## src/rtl/sinxro_seq_gen.sv

```systemverilog
// Tick-driven mux-phase, frame-phase and board-address sequencer running entirely on FRC_IN.
// Define SINXRO_FRAME_CNT_EN to build the 16-bit scan counter on FRAME_CNT (tied to 0 otherwise).
module sinxro_seq_gen #(
    parameter int unsigned DIV    = 6,
    parameter int unsigned N_M    = 4,
    parameter int unsigned N_F    = 6,
    parameter int unsigned WORDS  = 8,
    parameter int unsigned SUBS   = 3,
    parameter int unsigned GROUPS = 6,
    parameter int unsigned WR_ON  = 3,
    parameter int unsigned WR_OFF = 6
) (
    input  logic                                     FRC_IN,
    input  logic                                     RES_HARD,
    input  logic                                     TRIG,
    input  logic                                     COUNTER_F_GO,
    output logic [N_M-1:0]                           M,
    output logic [N_F-1:0]                           F,
    output logic                                     MTR_CLK,
    output logic [$clog2(GROUPS)+$clog2(SUBS)-1:0]   COUNT_BOARD,
    output logic                                     CHENGE_ADRES_IN,
    output logic                                     _RD,
    output logic                                     CLK_BUFER,
    output logic                                     WRITE_BUFER,
    output logic                                     WRITE_TOO_MEM,
    output logic                                     TICK,
    output logic [15:0]                              FRAME_CNT
);
    localparam int unsigned MLEN = 2 * N_M + 1;
    localparam int unsigned FLEN = 2 * N_F;
    localparam int unsigned PW   = $clog2(DIV);
    localparam int unsigned MW   = $clog2(MLEN);
    localparam int unsigned FW   = $clog2(FLEN);
    localparam int unsigned WW   = $clog2(WORDS);
    localparam int unsigned SW   = $clog2(SUBS);
    localparam int unsigned GW   = $clog2(GROUPS);

    logic [PW-1:0]    presc_q, presc_d;
    logic [MW-1:0]    cnt_m_q, cnt_m_d;
    logic             mtr_div_q, mtr_div_d;
    logic             mtr_clk_q, mtr_clk_d;
    logic [N_M-1:0]   m_q, m_d;
    logic [FW-1:0]    cnt_f_q, cnt_f_d;
    logic [N_F-1:0]   f_q, f_d, f_dec;
    logic [WW-1:0]    word_q, word_d;
    logic [SW-1:0]    sub_q, sub_d;
    logic [GW-1:0]    grp_q, grp_d;
    logic [SW+GW-1:0] prev_board_q, prev_board_d;
    logic             wtm_q, wtm_d;
    logic             trig_q, trig_d;
    logic             tick, trig_edge, grp_adv, grp_wrap;

    function automatic logic [N_M-1:0] dec_m(input logic [MW-1:0] c);
        dec_m = '0;
        for (int i = 0; i < int'(N_M); i++) begin
            if (c == MW'(2 * i)) dec_m[i] = 1'b1;
        end
    endfunction

    function automatic logic [N_F-1:0] dec_f(input logic [FW-1:0] c);
        dec_f = '0;
        for (int i = 0; i < int'(N_F); i++) begin
            if (c == FW'(2 * i)) dec_f[i] = 1'b1;
        end
    endfunction

    always_comb begin
        tick      = (presc_q == PW'(DIV - 1));
        trig_edge = TRIG & ~trig_q;
        f_dec     = dec_f(cnt_f_q);
        // Group advances on the falling edge of the last F phase
        grp_adv   = tick & COUNTER_F_GO & ~trig_edge & f_q[N_F-1] & ~f_dec[N_F-1];
        grp_wrap  = grp_adv & (grp_q == GW'(GROUPS - 1));

        presc_d      = tick ? '0 : presc_q + 1'b1;
        cnt_m_d      = cnt_m_q;
        mtr_div_d    = mtr_div_q;
        mtr_clk_d    = mtr_clk_q;
        m_d          = m_q;
        cnt_f_d      = cnt_f_q;
        f_d          = f_q;
        word_d       = word_q;
        sub_d        = sub_q;
        grp_d        = grp_q;
        prev_board_d = prev_board_q;
        wtm_d        = wtm_q;
        trig_d       = trig_q;

        if (tick) begin
            m_d = dec_m(cnt_m_q);
            if (cnt_m_q == MW'(MLEN - 1)) begin
                cnt_m_d   = '0;
                mtr_div_d = ~mtr_div_q;
            end else begin
                cnt_m_d = cnt_m_q + 1'b1;
            end
            // Registered so MTR_CLK reads 0 out of reset, then follows ~mtr_div
            mtr_clk_d    = ~mtr_div_d;
            trig_d       = TRIG;
            prev_board_d = {grp_q, sub_q};

            if (!COUNTER_F_GO) begin
                cnt_f_d = '0;
                f_d     = '0;
                word_d  = '0;
                sub_d   = '0;
                grp_d   = '0;
            end else if (trig_edge) begin
                cnt_f_d = '0;
                f_d     = '0;
                f_d[0]  = 1'b1;
                word_d  = '0;
                sub_d   = '0;
                grp_d   = '0;
            end else begin
                f_d     = f_dec;
                cnt_f_d = (cnt_f_q == FW'(FLEN - 1)) ? '0 : cnt_f_q + 1'b1;
                word_d  = (word_q == WW'(WORDS - 1)) ? '0 : word_q + 1'b1;
                if (word_q == WW'(WORDS - 1)) begin
                    sub_d = (sub_q == SW'(SUBS - 1)) ? '0 : sub_q + 1'b1;
                end
                if (word_q == WW'(WR_ON)) begin
                    wtm_d = 1'b1;
                end else if (word_q == WW'(WR_OFF)) begin
                    wtm_d = 1'b0;
                end
                if (grp_adv) grp_d = grp_wrap ? '0 : grp_q + 1'b1;
            end
        end
    end

    always_ff @(posedge FRC_IN) begin
        if (RES_HARD) begin
            presc_q      <= '0;
            cnt_m_q      <= '0;
            mtr_div_q    <= 1'b0;
            mtr_clk_q    <= 1'b0;
            m_q          <= '0;
            cnt_f_q      <= '0;
            f_q          <= '0;
            word_q       <= '0;
            sub_q        <= '0;
            grp_q        <= '0;
            prev_board_q <= '0;
            wtm_q        <= 1'b0;
            trig_q       <= 1'b0;
        end else begin
            presc_q      <= presc_d;
            cnt_m_q      <= cnt_m_d;
            mtr_div_q    <= mtr_div_d;
            mtr_clk_q    <= mtr_clk_d;
            m_q          <= m_d;
            cnt_f_q      <= cnt_f_d;
            f_q          <= f_d;
            word_q       <= word_d;
            sub_q        <= sub_d;
            grp_q        <= grp_d;
            prev_board_q <= prev_board_d;
            wtm_q        <= wtm_d;
            trig_q       <= trig_d;
        end
    end

`ifdef SINXRO_FRAME_CNT_EN
    logic [15:0] frame_q, frame_d;

    always_comb begin
        frame_d = frame_q;
        if (tick && COUNTER_F_GO && trig_edge) begin
            frame_d = '0;
        end else if (grp_wrap) begin
            frame_d = frame_q + 16'd1;
        end
    end

    always_ff @(posedge FRC_IN) begin
        if (RES_HARD) frame_q <= '0;
        else          frame_q <= frame_d;
    end

    assign FRAME_CNT = frame_q;
`else
    assign FRAME_CNT = 16'd0;
`endif

    assign TICK            = tick;
    assign M               = m_q;
    assign F               = f_q;
    assign MTR_CLK         = mtr_clk_q;
    assign COUNT_BOARD     = {grp_q, sub_q};
    assign CHENGE_ADRES_IN = (prev_board_q != {grp_q, sub_q});
    assign _RD             = ~(COUNTER_F_GO & (cnt_f_q[1:0] == 2'd3));
    assign CLK_BUFER       = (cnt_f_q[1:0] == 2'd2);
    assign WRITE_BUFER     = (word_q == WW'(WORDS - 1));
    assign WRITE_TOO_MEM   = wtm_q;

endmodule

```

## config.mk

```make
export PLATFORM = sky130hd
export DESIGN_NAME = sinxro_seq_gen
export DESIGN_NICKNAME = d
export VERILOG_FILES = /design/src/rtl/sinxro_seq_gen.sv
export SDC_FILE = /design/constraint.sdc
export NUM_CORES = 1
export LEC_CHECK = 0
export ABC_CLOCK_PERIOD_IN_PS = 5250
export CAP_MARGIN = 10
export CORE_UTILIZATION = 54
export CTS_CLUSTER_SIZE = 30
export DETAILED_ROUTE_END_ITERATION = 16
export MAX_ROUTING_LAYER = met4
export PLACE_DENSITY = 0.94
export RECOVER_POWER = 50
export SLEW_MARGIN = 20
export SYNTH_ARGS = -nofsm -noshare
export SYNTH_HDL_FRONTEND = slang
export SYNTH_SLANG_ARGS = --single-unit
```

## constraint.sdc

```tcl
create_clock -name FRC_IN -period 5.25 [get_ports FRC_IN]
set_clock_uncertainty 0.2 [all_clocks]
set_input_delay 0.7875 -clock FRC_IN [delete_from_list [all_inputs] [get_ports FRC_IN]]
set_output_delay 0.7875 -clock FRC_IN [all_outputs]
set_load 0.02 [all_outputs]
```

* After elaboration in Yosys (flattened, before gate mapping)
Index checks and enable logic that the tools add are counted.
Cells by class: $add $sub $neg 6, reductions and logical operators 7, eq/ne operators 21, muxes and demuxes 31, bitwise operators 13
Operators with widths (number):
- $mux 3 | 7
- $eq 4x3->1 const B | 4
- $eq 4x4->1 const B | 4
- $mux 4 | 4
- $mux 1 | 14
- $eq 3x3->1 const B | 4
- $mux 6 | 2
- $add 3x1->3 const B | 3
- $add 4x1->4 const B | 2
- $eq 4x2->1 const B | 2
- $logic_not 4->1 | 2
- $mux 2 | 4
- $and 1x1->1 | 7
- $eq 2x2->1 const B | 3
- $ne 3x1->1 const B | 2
- $not 1->1 | 6
- $ne 5x5->1 | 1
- $reduce_and 2->1 | 2
- $reduce_and 4->1 | 1
- $eq 3x2->1 const B | 1
- $add 2x1->2 const B | 1
- $reduce_bool 2->1 | 1
- $reduce_or 2->1 | 1
Word-level totals: word-level logic and storage cells 91, output and inout bits 38, register bits 38, input port bits 4

* Logic depth before layout (Yosys ltp)
Gate-level depths: netlist (run 1).
word-level depth 11, mapped depth 8, mapped depth without buffers 7

* Worst setup path before layout (run 1)
No wires, ideal clock.
kind flip-flop to output port, start register presc_q[0], end output TICK, path slack 2958 ps, required time 4263 ps, buffers on the path 2, cell stages (with the launch flop) 6, arrival 1304 ps, cells stage by stage dfxtp_1 -> ha_1 -> nand2_1 -> inv_1 -> clkbuf_1 -> clkbuf_1
Between the ends: word-level cells in the longest chain between the ends 1
RTL lines:
- from (decl) | RTL line 38 | logic [PW-1:0] presc_q, presc_d;
- from (signal assigned) | RTL line 148 | presc_q <= presc_d;
- $eq 3x3->1 | RTL line 68 | tick = (presc_q == PW'(DIV - 1));
- to (decl) | RTL line 26 | output logic TICK,
No other way between the ends.

* Worst setup path in the final report (run 1)
start register presc_q[1], end output TICK
The elaborated chain is that of the path after synthesis.

==> metrics.md, run 1 <==
| Metric | Value |
|---|---|
| Status | finished, final reports clean |
| Root buf cell | clkbuf_4 |
| VDD IR max | 0.000185 V |
| Die Y | approximately 61 um |
| Ant. Diodes | 0 |
| Number of I/O pins | 42 |
| Cell Pwr Density | 234 nW/um^2 |
| Fmax achieved | just over 0.3 GHz |
| Cells after Synth | between 200 and 250 |
| Remaining DRCs | 0 |
| Post-synth EDFFs | 0 |
| Startpoint Class | register |
| WL final | about 3600 um |
| Die width | just over 60 um |
| Count of input and output buffers | 25 |
| Slew Limit Fails | 0 |
| Yosys warning count | 0 |
| Grt ovf | 0 |
| Sequential-to-total area share from yosys stat | 40.1% |
| Area of the multi-input gates | between 900 and 1000 sq um |
| CTS tree | yes |
| GP Congestion | 0.824 |
| Clock sink count | 38 |
| Count of hold-fix buffers inserted at cts | 0 |
| Crit end category | primary output |
| Post-layout minimum cycle time | ~3300 ps |
| Slack of the critical path | ~2000 ps |
| Critical Path Fanout Max | 31 |
| Worst skew pair latency | approximately 350 ps |
| FILL cells | 280 |
| FF/Latch Area | around 760 sq um |
| Detailed Place HPWL | around 2400 um |
| WL/cell | approximately 12 um |
| Final worst-path cycle share | a little over three fifths |
| Initial core utilization | a little under three fifths |
| Initial antenna violation count | 0 |
| Vias per inst | roughly 5.3 |
| Total CTS buffers | 5 |
| Post-Place Setup Slack | about 2300 ps |
| Post-DRT Antenna Nets | 0 |
| Crit Path Class | reg2out |
| Endpoints failing hold | 0 |
| First-pass DRT Iterations | 4 |
| CP required | between 4000 and 5000 ps |
| Most frequently used flop master after synthesis | dfxtp_1 |
| Syn-to-layout area delta | 15.2% |
| Worst Tran Pin Value | roughly 940 ps |
| Vias | between 1,500 and 2,000 |
| Setup TNS | 0 ps |
| Clk pin slew, worst setup/hold paths | roughly 100 ps |
| Avg Cell Area, Syn | approximately 8.6 sq um |
| Worst slew margin | a little under two fifths |
| Number of global-route vias before repair | around 1,300 |
| CTS max path bufs | 2 |
| Layout cells sized above 1 | under 10% |
| #FFs+latches synth | 38 |
| Row count | 21 |
| First-pass GRT wire length | a little under 6000 um |
| Leakage | 0.852 nW |
| Post-CTS Resized | 0 |
| Data arrival time of the worst path | about 2300 ps |
| Post-layout nets | around 260 |
| RSZ-0062 raised after global routing | no |
| Hold crit path type | reg2reg |
| Setup bufs post-CTS | 0 |
| Maxcap violations | 0 |
| Synth Cell Area | 1900 sq um |
| Standard cell core area | 3360 sq um |
| DIE AREA | 3760 sq um |
| 1st-iter DRT viols | between 80 and 90 |
| Final setup fails | 0 |
| Synth unique cells | 36 |
| Global Route Usage Sum | approximately 23% |
| Pin count of the biggest net entering global routing | 36 |
| Htree depth | 2 |
| Post-synth ARST share | 0% |
## path summary, 6_finish.rpt
path,start,end,slack (ps),cells past startpoint
max,presc_q[1],TICK,1960,5
min,MTR_CLK,MTR_CLK,260,2
max reg2reg,presc_q[0],F[2],2400,6
min reg2reg,MTR_CLK,MTR_CLK,260,2
## per-layer routing
layer / share of wire (%) / GRT usage (%)
met1: 44 / 25.8
met2: 50 / 36.2
met3: 5.2 / 5.04
met4: 1.6 / 13.0
met5: 0 / -
## placed cells by master, fill, tap and decap left out, types with 4 or more instances in the layout
cell,count
dfxtp_1,38
nand2_1,33
a21oi_1,19
conb_1,16
clkdlybuf4s50_1,16
nor2_1,14
ha_1,14
inv_1,10
dlygate4sd3_1,9
nor3_1,6
nand3_1,6
a32o_1,5
clkbuf_4,5
xor2_1,4
a22oi_1,4
o31ai_1,4
or3_1,4
## through the flow
stage / total power [mW] / util, % / cells / hold WS, ps / cell area (sq um)
floorplan: 0.337 / - / 235 / 239 / 1950
global placement: 0.334 / 62.8 / 282 / 245 / 2110
detailed placement: 0.334 / 62.8 / 282 / 253 / 2110
CTS: 0.517 / 65.1 / 290 / 269 / 2190
global route: 0.540 / 65.0 / 290 / 287 / 2190
finish: 0.512 / 65.0 / 290 / 263 / 2190
## area by class of cell
| type | instances | share of cell area [%] |
|---|---|---|
| multi-input cells | 161 | 45.3 |
| flip-flops and latches | 38 | 34.8 |
| repair buffers | 27 | 12.0 |
| clock buffers | 8 | 3.60 |
| inverters | 10 | 1.72 |
| well taps | 46 | 2.63 |
## worst max-delay path, cell delays in order (launching register included)
cell and delay [ps]:
dfxtp_1 340, inv_1 50, ha_1 160, nand2_1 690
inv_1 130, clkdlybuf4s50_1 570
## where the power goes
group | switching (mW) | total, mW | internal [mW]
combinational | 0.0257 | 0.0343 | 0.00862
clock | 0.0928 | 0.184 | 0.0915
sequential | 0.00210 | 0.293 | 0.291
total | 0.121 | 0.512 | 0.391
## synthesized netlist by cell type, types with 5 or more instances
library cell  number  share of area, %
a21oi_1           19               5.0
a32o_1             5               2.6
buf_4             16               6.3
clkbuf_1           9               1.8
dfxtp_1           38                40
ha_1              14               9.2
inv_1             10               2.0
nand2_1           33               6.5
nand3_1            6               1.6
nor2_1            14               2.8
nor3_1             6               1.6
## state kept, by name (all words and copies together) (netlist names), 2 cells and up
name / flops
F: 6
M: 4
cnt_f_q: 4
cnt_m_q: 4
grp_q: 3
presc_q: 3
prev_board_q: 5
sub_q: 2
word_q: 3
## logic make-up (layout without fill, tap and decap cells)
family | after synthesis | after routing | synth area share [%]
simple gates | 79 | 79 | 20.6
xor+xnor | 7 | 7 | 3.23
mux | 2 | 2 | 1.05
other cells | 1 | 16 | 0.198
fa+ha+maj | 14 | 14 | 9.23
buf+inv | 36 | 45 | 10.7
compound gates | 43 | 43 | 15.0
flops | 38 | 38 | 40.1
Power figures use the tool's default switching activity.
==> run 2, diff against run 1 <==
ABC_CLOCK_PERIOD_IN_PS = 2700   (was 5250)
CORE_UTILIZATION = 45   (was 54)
PLACE_DENSITY = 0.84   (was 0.94)
clock period = 2.7 ns   (was 5.25 ns; I/O delays follow)
==> metrics.md, run 2 (same netlist as run 1, synthesis figures left out) <==
| Metric | Value |
|---|---|
| Status | finished, final reports clean |
| Setup TNS | 0 ps |
| CP required | around 2100 ps |
| Setup bufs post-CTS | 0 |
| Total Power | roughly 1 mW |
| Most common cell after layout, fill and taps aside | dfxtp_1 |
| Finished Core Util | between 50% and 60% |
| Worst Tran Pin Value | approximately 890 ps |
| Number of global-route vias before repair | roughly 1,300 |
| Hold crit path type | reg2reg |
| Detailed Place HPWL | between 2000 and 2500 um |
| Initial antenna violation count | 0 |
| RSZ-0062 raised after global routing | no |
| Post-DRT Antenna Nets | 0 |
| Max reg flops | 6 |
| Syn-to-layout area delta | 16.2% |
| Count of input and output buffers | 25 |
| Cell Pwr Density | around 450 nW/um^2 |
| Critical Path Fanout Max | 5 |
| Post-CTS Resized | 0 |
| Final worst-path cycle share | between 80 and 90% |
| Area of the multi-input gates | ~990 sq um |
| Most frequent cells in the layout | dfxtp_1 (38), nand2_1 (33), a21oi_1 (19), clkdlybuf4s50_1 (17), conb_1 (16) |
| Post-layout nets | ~260 |
| Remaining DRCs | 0 |
| Crit end category | primary output |
| Slew Limit Fails | 0 |
| Slack of the critical path | between 300 and 400 ps |
| Grt ovf | 0 |
| FF/Latch Area | 761 sq um |
| Clock sink count | 38 |
| Post-Place Setup Slack | approximately 320 ps |
| Final setup fails | 0 |
| Pin count of the biggest net entering global routing | 28 |
| Worst slew margin | approximately 41% |
| Standard cell core area | 4030 sq um |
| Fin area | 2200 sq um |
| DIE AREA | 4480 sq um |
| Dpl cell area | about 2100 sq um |
| Ant. Diodes | 0 |
| CTS tree | yes |
| Startpoint Class | register |
| Number of I/O pins | 42 |
| WL final | 3540 um |
| Total CTS buffers | 5 |
| Die width | 66.9 um |
| Htree depth | 2 |
| Clk pin slew, worst setup/hold paths | 70 ps |
| First-pass GRT wire length | slightly below 6000 um |
| Layout cells sized above 1 | just over 4% |
| Vias per inst | just over 5 |
| Maxcap violations | 0 |
| 1st-iter DRT viols | 76 |
| Count of hold-fix buffers inserted at cts | 0 |
| WL/cell | roughly 12 um |
| GP Congestion | about 0.8 |
| CTS max path bufs | 2 |
| Post-layout minimum cycle time | roughly 2400 ps |
| Worst skew pair latency | about 290 ps |
| FILL cells | 380 |
| Row count | 23 |
| Global Route Usage Sum | between 10% and 20% |
| First-pass DRT Iterations | 5 |
| Vias | around 1,500 |
| Root buf cell | clkbuf_8 |
| Crit Path Class | reg2out |
| Initial core utilization | a little under half |
| Leakage | 0.848 nW |
| Endpoints failing hold | 0 |
| Fmax achieved | roughly 0.42 GHz |
| Die Y | about 67 um |
| Data arrival time of the worst path | roughly 1800 ps |
| VDD IR max | 0.000291 V |
==> run 2: cell count changes in the layout (fill, tap and decap cells not counted), sizes merged <==
cell,delta
buf,+2
clkbuf,-1
clkdlybuf4s50,+1
dlygate4sd3,-1
==> run 2: through the flow <==
stage                     hold WS, ps  instances
final                             249        295
after global routing              269        295
after CTS                         256        295
after detailed placement          246        288
after global placement            242        288
after floorplan                   239        235
==> run 2: final cells by class <==
| cell class | instances | share of cell area, % |
|---|---|---|
| Multi-Input combinational cell | 161 | 44.9 |
| Sequential cell | 38 | 34.5 |
| Inverter | 10 | 1.70 |
| Clock buffer | 7 | 3.46 |
| Timing Repair Buffer | 29 | 12.5 |
| Tap cell | 50 | 2.84 |
==> run 2: final timing paths <==
check,slack (ps),endpoint,cells after the start,start
max reg2reg,350,F[4],6,presc_q[0]
max,340,WRITE_BUFER,3,word_q[0]
min,250,MTR_CLK,2,MTR_CLK
min reg2reg,250,MTR_CLK,2,MTR_CLK
==> run 2: critical path, stage by stage (launching register included) <==
cell and delay, ps:
dfxtp_1 380, ha_1 220, ha_1 250, clkdlybuf4s50_1 630
==> run 2: power breakdown <==
group / leakage, nW / switching [mW] / internal [mW] / total [mW]
sequential: 0.307 / 0.00405 / 0.567 / 0.571
combinational: 0.503 / 0.0504 / 0.0180 / 0.0684
clock: 0.0383 / 0.183 / 0.178 / 0.361
total: 0.848 / 0.238 / 0.762 / 1.00
==> run 2: layer usage <==
metal	routed length (um)	global-route usage (%)	up-vias
met5	0	-	-
met4	52	6.38	0
met3	170	5.31	7
met2	1580	27.0	39
met1	1730	22.3	704
li1	-	-	775
==> run 3, diff against run 2 <==
SKIP_CTS_REPAIR_TIMING = 1   (was default)
==> results of run 3 <==
The final DEF is identical to that of run 2; final timing and power are the same.
==> variant: new RTL, settings of run 2 <==
The option `SINXRO_FRAME_CNT_EN` is turned on by a define.
--- a/src/rtl/sinxro_seq_gen.sv
+++ b/src/rtl/sinxro_seq_gen.sv
@@ -2,2 +2,4 @@
 // Define SINXRO_FRAME_CNT_EN to build the 16-bit scan counter on FRAME_CNT (tied to 0 otherwise).
+`define SINXRO_FRAME_CNT_EN
+
 module sinxro_seq_gen #(
Behaviour: same outputs for any inputs over 10 cycles, from zero or initial values; that may be too few to reach the edited logic, so the function may still have changed.
==> variant against run 2 <==
Wire length increased by 75%. Power increased by 43%. Combinational power decreased by 6.3%. Register-to-register slack improved by 210 ps. Maximum frequency decreased by 3.7%. Sequential cell count increased by 16. Cell count increased by 49%. Core utilization increased by 1.5 points. Area after synthesis increased by 47%. Final area increased by 52%. Sequential power increased by 41%. Global-route usage increased by 3.1 points. Setup slack got worse by 91 ps.
==> variant: results (changes against run 2) <==
routing:
  via_per_inst: 5.66  # was 5.17
  drt-pass1-iter-count: 4  # was 5
  wl_met1_um: 2800  # was 1730 um
  wl_met3_um: 260  # was 170 um
  dr.max_layer_used: "met4"  # unchanged
  wl_per_cell_um: 14.1  # was 12.0 um
  via_count: 2498  # was 1525
  drtIter0Drc: 159  # was 76
  wl_met2_um: 3070  # was 1580 um
timing:
  worst_slew_pin_slew_ps: 1300  # was 892 ps
  hold_slack_ps: 260  # was 249 ps
  setup_ws_ps: 251  # was 342 ps
yosys:
  ys_types: 52  # was 36
  syn_inst: 329  # was 220
  yosys-top-cells-area: "dfxtp_1, ha_1, nand2_1"  # unchanged
  netlist_top_cells_count: "dfxtp_1, nand2_1, a21oi_1, nor2_1, ha_1"  # was dfxtp_1, nand2_1, a21oi_1, buf_4
  synth-seq-area-share: 0.387  # was 0.401
placement:
  place_ws_ps: 353  # was 321 ps
  dp_hpwl_um: 4420  # was 2490 um
  dp.cells: 433  # was 288
  place_area_um2: 3250  # was 2130 um2
  port_buffers: 41  # was 25
  gp_routability_congestion: 0.856  # was 0.801
cells_and_area:
  fin_nets: 384  # was 263
  fillerInstances: 554  # was 380
  drive_gt1_frac: 0.0492  # was 0.0408
setup_path:
  crit_end: "TICK"  # was WRITE_BUFER
  cp.arrival_ps: 1840  # was 1750 ps
  slowest_delay_ps: 660  # was 630 ps
  cpLargestDelayFamily: "buffers and inverters"  # unchanged
  cp_max_fo: 11  # was 5
  worstSetupStartpoint: "presc_q[0]$_SDFF_PP0_"  # was word_q[0]$_SDFFE_PP0N_
  reg2reg_from: "cnt_f_q[0]$_SDFFE_PP0N_"  # was presc_q[0]$_SDFF_PP0_
  reg2reg_setup_slack_ps: 560  # was 350 ps
  timing.rr.end: "FRAME_CNT[6]$_SDFFE_PP0P_"  # was F[4]$_SDFFE_PP0N_
clock_network:
  clk_pin_slew_ps: 100  # was 70 ps
  clk_latency_ps: 310  # was 290 ps
power:
  ir_drop_uv: 239  # was 291 uV
  p_seq_w: 0.000805  # was 0.000571 W
  cellLeakagePower_nw: 1.23  # was 0.848 nW
  switching_share: 0.229  # was 0.238
  p_comb_frac: 0.045  # was 0.068
global_route:
  grt_pass1_vias: 2258  # was 1279
  global_route.usage.met3: 0.0416  # was 0.0531
  grt_pass1_wl_um: 10400  # was 5810 um
  grt_max_degree: 42  # was 28
  use_met2: 0.353  # was 0.270
  use_met1: 0.251  # was 0.223
run_status:
  outcome: "complete, no violations"  # unchanged
==> variant: cell types whose count changed after synthesis, moves of 8 or more <==
cell / delta
buf_4: -16
dfxtp_1: +16
nand2_1: +14
a21oi_1: +12
nand2b_1: +11
mux2i_1: +10
nor4_1: +8
==> variant: kinds of logic (layout without fill, tap and decap cells) <==
group | count (synthesis) | after routing | synth area share
mux | 12 | 12 | 0.0431
buf+inv | 30 | 67 | 0.0484
xor+xnor | 6 | 6 | 0.0188
flops | 54 | 54 | 0.387
compound gates | 61 | 61 | 0.132
fa+ha+maj | 15 | 15 | 0.0673
simple gates | 151 | 151 | 0.303
==> variant: area by class of cell <==
class,instances,area (um2),area share
tap,75,93.8,0.0280
multi-input combinational,245,1570,0.468
clock inverter,3,47.5,0.0142
sequential,54,1080,0.323
timing repair buffer,46,440,0.132
inverter,13,48.8,0.0146
clock buffer,5,68.8,0.0206
